$ cat config.mk
export PLATFORM = sky130hd
export DESIGN_NAME = drive_cmd_arbiter
export DESIGN_NICKNAME = d
export VERILOG_FILES = /design/src/rtl/drive_cmd_arbiter.sv
export SDC_FILE = /design/constraint.sdc
export NUM_CORES = 1
export LEC_CHECK = 0
export BUFFER_PORTS_ARGS = -buffer_cell sky130_fd_sc_hd__buf_4
export CAP_MARGIN = 10
export CORE_ASPECT_RATIO = 0.8
export CORE_UTILIZATION = 32
export CTS_CLUSTER_DIAMETER = 40
export DETAILED_ROUTE_END_ITERATION = 8
export PLACE_DENSITY = 0.6
export RECOVER_POWER = 100
export SETUP_SLACK_MARGIN = 0.4
export SLEW_MARGIN = 20
export SYNTH_ARGS = -nofsm -noshare
export SYNTH_HDL_FRONTEND = slang
export SYNTH_SLANG_ARGS = --single-unit
$ cat constraint.sdc
create_clock -name clk -period 3.1 [get_ports clk]
set_input_delay 0.465 -clock clk [delete_from_list [all_inputs] [get_ports clk]]
set_output_delay 0.465 -clock clk [all_outputs]
set_load 0.005 [all_outputs]
$ cat src/rtl/drive_cmd_arbiter.sv
// Fixed-priority N-source drive-command arbiter with ownership hold timeout, repeat suppression and auto-stop.
// Optional macro DRIVE_CMD_ARB_STATS_EN builds the saturating drop counter; otherwise drop_count is tied to 0.
module drive_cmd_arbiter #(
    parameter int NUM_CH        = 4,
    parameter int CMD_W         = 3,
    parameter int HOLD_CYCLES   = 12500000,
    parameter int REPEAT_CYCLES = 25000000,
    parameter int STOP_CMD      = 0
) (
    input  logic                                          clk,
    input  logic                                          reset_n,
    input  logic [NUM_CH-1:0]                             src_valid,
    input  logic [NUM_CH*CMD_W-1:0]                       src_cmd,
    output logic [CMD_W-1:0]                              out_cmd,
    output logic                                          out_valid,
    input  logic                                          out_ready,
    output logic                                          owner_valid,
    output logic [((NUM_CH > 1) ? $clog2(NUM_CH) : 1)-1:0] owner_ch,
    output logic [15:0]                                   drop_count
);

    localparam int OWN_W   = (NUM_CH > 1) ? $clog2(NUM_CH) : 1;
    localparam int MAX_CYC = (HOLD_CYCLES > REPEAT_CYCLES) ? HOLD_CYCLES : REPEAT_CYCLES;
    localparam int TMR_W   = $clog2(MAX_CYC) + 1;
    localparam logic [TMR_W-1:0] HOLD_LD = TMR_W'(HOLD_CYCLES);
    localparam logic [TMR_W-1:0] REP_LD  = TMR_W'(REPEAT_CYCLES);
    localparam logic [CMD_W-1:0] STOP_V  = CMD_W'(STOP_CMD);

    typedef enum logic [1:0] {IDLE, SEND, STOP} state_t;

    state_t             state, state_n;
    logic [NUM_CH-1:0]  pend, pend_clr, elig, drop_mask;
    logic [CMD_W-1:0]   pend_cmd [NUM_CH];
    logic [CMD_W-1:0]   last_cmd, last_cmd_n, out_cmd_n, sel_cmd;
    logic [TMR_W-1:0]   hold_tmr, hold_n, rep_tmr, rep_n;
    logic [OWN_W-1:0]   sel, owner_ch_n;
    logic               sel_hit, is_dup, hold_done, rep_done;
    logic               out_valid_n, owner_valid_n;

    // Lower-priority pending requests than the current owner can never win, so they are discarded.
    always_comb begin
        elig      = '0;
        drop_mask = '0;
        for (int i = 0; i < NUM_CH; i++) begin
            elig[i]      = pend[i] && (!owner_valid || (OWN_W'(i) <= owner_ch));
            drop_mask[i] = pend[i] && !elig[i];
        end
    end

    always_comb begin
        sel     = '0;
        sel_hit = 1'b0;
        for (int i = NUM_CH - 1; i >= 0; i--) begin
            if (elig[i]) begin
                sel     = OWN_W'(i);
                sel_hit = 1'b1;
            end
        end
    end

    assign sel_cmd   = pend_cmd[sel];
    assign hold_done = (hold_tmr == '0);
    assign rep_done  = (rep_tmr == '0);
    assign is_dup    = owner_valid && (sel == owner_ch) && (sel_cmd == last_cmd) && !rep_done;

    // out_valid/out_cmd are held stable until a cycle with out_valid && out_ready completes the transfer.
    always_comb begin
        state_n       = state;
        out_cmd_n     = out_cmd;
        out_valid_n   = out_valid;
        owner_valid_n = owner_valid;
        owner_ch_n    = owner_ch;
        last_cmd_n    = last_cmd;
        pend_clr      = drop_mask;
        hold_n        = (owner_valid && !hold_done) ? hold_tmr - 1'b1 : hold_tmr;
        rep_n         = rep_done ? rep_tmr : rep_tmr - 1'b1;
        case (state)
            IDLE: begin
                if (owner_valid && hold_done) begin
                    owner_valid_n = 1'b0;
                    out_cmd_n     = STOP_V;
                    out_valid_n   = 1'b1;
                    state_n       = STOP;
                end else if (sel_hit) begin
                    pend_clr[sel] = 1'b1;
                    hold_n        = HOLD_LD;
                    if (!is_dup) begin
                        out_cmd_n     = sel_cmd;
                        out_valid_n   = 1'b1;
                        owner_ch_n    = sel;
                        owner_valid_n = 1'b1;
                        state_n       = SEND;
                    end
                end
            end
            SEND, STOP: begin
                if (out_valid && out_ready) begin
                    out_valid_n = 1'b0;
                    last_cmd_n  = out_cmd;
                    rep_n       = REP_LD;
                    state_n     = IDLE;
                end
            end
            default: state_n = IDLE;
        endcase
    end

    always_ff @(posedge clk) begin
        if (!reset_n) begin
            state       <= IDLE;
            out_cmd     <= STOP_V;
            out_valid   <= 1'b0;
            owner_valid <= 1'b0;
            owner_ch    <= '0;
            last_cmd    <= STOP_V;
            hold_tmr    <= '0;
            rep_tmr     <= '0;
            pend        <= '0;
            for (int i = 0; i < NUM_CH; i++) pend_cmd[i] <= '0;
        end else begin
            state       <= state_n;
            out_cmd     <= out_cmd_n;
            out_valid   <= out_valid_n;
            owner_valid <= owner_valid_n;
            owner_ch    <= owner_ch_n;
            last_cmd    <= last_cmd_n;
            hold_tmr    <= hold_n;
            rep_tmr     <= rep_n;
            // A fresh strobe wins over a same-cycle clear so the new command is never lost.
            for (int i = 0; i < NUM_CH; i++) begin
                if (src_valid[i]) begin
                    pend[i]     <= 1'b1;
                    pend_cmd[i] <= src_cmd[i*CMD_W +: CMD_W];
                end else if (pend_clr[i]) begin
                    pend[i] <= 1'b0;
                end
            end
        end
    end

`ifdef DRIVE_CMD_ARB_STATS_EN
    logic [15:0] drop_num;
    logic [16:0] drop_sum;

    always_comb begin
        drop_num = '0;
        for (int i = 0; i < NUM_CH; i++) drop_num = drop_num + 16'(drop_mask[i]);
        drop_sum = {1'b0, drop_count} + {1'b0, drop_num};
    end

    always_ff @(posedge clk) begin
        if (!reset_n) drop_count <= '0;
        else          drop_count <= drop_sum[16] ? 16'hFFFF : drop_sum[15:0];
    end
`else
    assign drop_count = '0;
`endif

endmodule

==> reports/metrics.cfg <==
[outcome]
run_status=finished, violations left
violations=max-capacitance violations, max-slew violations

[die]
core_area_um2=11800
io_pins=42
die-area_um2=12900
dieWidth_um=126
num_rows=35
die_y_um=102
initial_utilization=0.337

[drt]
routedWlPerCell_um=13.5
vias=3079
drtAntennaViolNets=0
routed_wirelength_mm=8.40
drt_iter0_drc=214
vias_per_cell=4.97
detail_route.drc_violations=0
first_pass_iters=4

[power_and_ir_drop]
vdd_ir_drop_max_uv=345
leakage_nw=1.76
power_density_nw_per_um2=1020

[critical_path]
r2r_end=owner_ch[1]
end_kind=register
crit_path_max_fanout=5
crit_path_max_incr_delay_ns=0.56
cp.buffers_inverters=0
worst-setup-path-type=register to register
reg2reg_from=rep_tmr[18]
cpMaxStageDelayCell=or4_4
cp.required_ns=3.26
r2r_cells=6
cp_top_family=simple AND/OR/NAND/NOR gates
worst_path_most_repeated_cell=or3_1
path_cells=or3_1, or3_1, or4_4, a41oi_1, mux2i_1, nor2_1
r2r_slack_ns=0.28
start_kind=register
arrival_ns=2.98

[finish]
antenna_cells=0
layout_common_cells=68 x dfxtp_1, 58 x nor2_1, 39 x a21oi_1, 36 x xnor2_1, 26 x nand2_1
fin_cells=620
fillCellCount=1180
drive_above_1_share=0.129
final_area_um2=4560
nets=489
mostFrequentLayoutCell=dfxtp_1
post-route-util=0.387
syn2layout_area_growth_pct=14.9

[timing]
drv_slew=34
max_freq_ghz=0.354
whs_ns=0.365
final.period_utilization=0.910
clock_skew_ns=0.00410
hold_violations=0
rsz0062_at_grt=yes
layout_min_cycle_time_ns=2.82
finalSetupViolations=0
worst_pin_slew_ns=1.58
slew_headroom=-0.0504
tns_ns=0

[placement]
hpwlAfterDp_mm=5.94
port_buffers=25
place_congestion=0.808
place_area_um2=4240
dp.cells=602

[min_path]
worstHoldStart=src_valid[2]
worstHoldPathCells=2
min_path_type=input port to register
worstHoldEndpoint=pend[2]

[cts]
numCtsBuffers=9
cts.htree.levels=3
path_clk_slew_ns=0.06
ctsRootBufferMaster=clkbuf_16
cts_tree=built
clk_path_buf_depth=2
clk_latency_ns=0.33
cts_sinks=80

[global_routing]
grt_pass1_vias=2975
grt_overflow=0
antenna_found_initial=0
grt_pass1_wl_mm=14.2
grt_max_degree=34
grt_use_total=0.141

[yosys]
synth.distinct_cells=56
yosysSeqAreaShare=0.434
ys.flop_type=dfxtp_1
syn-cell-area_um2=3970
synthesis.instances=442
syn_area_per_cell_um2=8.98
synth.yosys.warnings=0
synth_edf_count=12
synth_seq_cells=80
synthArstFlopShare=0

[run]
drv_cap=1

[how the worst max path moves through the flow]
stage | startpoint | end | slack [ns] | cells past startpoint
2_1_floorplan | hold_tmr[13] | hold_tmr[11] | 0.63 | 9
3_3_place_gp | hold_tmr[13] | hold_tmr[1] | 0.39 | 7
3_5_place_dp | hold_tmr[13] | hold_tmr[1] | 0.29 | 7
4_1_cts | hold_tmr[13] | hold_tmr[11] | 0.41 | 8
5_1_grt | rep_tmr[18] | out_cmd[1] | 0.16 | 6
6_report | rep_tmr[18] | owner_ch[1] | 0.28 | 6
[worst reg2reg max path, cell delays in order, from the launching register on]
cell and delay [ns]:
dfxtp_1 0.33, or3_1 0.45, or3_1 0.47, or4_4 0.56
a41oi_1 0.53, mux2i_1 0.25, nor2_1 0.05
[cell type report]
cell class | count | area (um2) | area share
flip-flops and latches | 80 | 1720 | 0.378
well taps | 148 | 185 | 0.0406
inverters | 18 | 67.6 | 0.0148
clock inverters | 5 | 76.3 | 0.0167
clock buffers | 11 | 254 | 0.0557
repair buffers | 32 | 221 | 0.0486
multi-input cells | 326 | 2030 | 0.446
[state kept, by name, indices dropped and copies added, names as in the netlist]
| signal | cells |
|---|---|
| out_valid | 1 |
| pend_cmd | 12 |
| rep_tmr | 26 |
| pend | 4 |
| hold_tmr | 26 |
| out_cmd | 3 |
| owner_ch | 2 |
| owner_valid | 1 |
| state | 2 |
| last_cmd | 3 |
[synth_stat cells, drive strengths merged (2+ instances only)]
cell type / count / area share
nand2: 27 / 0.026
edfxtp: 12 / 0.091
a41oi: 2 / 0.0082
a211oi: 4 / 0.0088
nor4: 16 / 0.035
nor2: 58 / 0.055
a31oi: 3 / 0.0047
o21ai: 5 / 0.0063
o22ai: 4 / 0.0063
xor2: 9 / 0.020
o2bb2ai: 3 / 0.0066
o21a: 5 / 0.0095
or3: 19 / 0.032
ha: 3 / 0.0095
a2bb2oi: 2 / 0.0044
or2: 5 / 0.0085
clkbuf: 10 / 0.0095
nand2b: 10 / 0.016
or4: 6 / 0.012
and2: 4 / 0.0063
o41ai: 3 / 0.0066
nand3: 3 / 0.0038
mux2i: 6 / 0.015
dfxtp: 68 / 0.34
buf: 23 / 0.039
nor3: 10 / 0.014
xnor2: 36 / 0.079
inv: 18 / 0.017
and3: 12 / 0.019
a21oi: 39 / 0.049
[metrics by stage]
| step | worst slack [ns] | power, mW |
|---|---|---|
| after global routing | 0.162 | 4.99 |
| after floorplan | 0.626 | 3.09 |
| after detailed placement | 0.287 | 3.48 |
| final | 0.279 | 4.65 |
| after CTS | 0.407 | 4.68 |
| after global placement | 0.393 | 3.42 |
[where the power goes]
part / leakage (nW) / internal [mW] / total (mW) / switching (mW)
registers: 0.688 / 1.33 / 1.57 / 0.240
logic: 0.903 / 0.836 / 1.91 / 1.07
clock network: 0.165 / 0.752 / 1.16 / 0.411
total: 1.76 / 2.92 / 4.64 / 1.72
[metal layers]
layer,up-vias,global-route usage,part of all wire
li1,1569,-,-
met1,1459,0.185,0.51
met2,42,0.217,0.44
met3,9,0.0475,0.037
met4,0,0.0500,0.010
met5,-,0,0
[cells by family after synthesis]
family / Yosys count / share of synthesized area
buffers and inverters: 51 / 0.0653
muxes: 6 / 0.0151
xor gates and xnor gates: 45 / 0.0993
DFF: 80 / 0.434
other: 1 / 0.000945
adders and majority gates: 3 / 0.00946
and+or+nand+nor: 178 / 0.245
AOI/OAI and AO/OA: 78 / 0.131
[repair_timing]
item / CTS / global route
pin swaps: 1 / 1
setup buffers: 0 / 2
endpoints found under the setup margin: 18 / 29
hold buffers: 0 / 0
resized for setup: 3 / 7
Power figures use the tool's default switching activity.
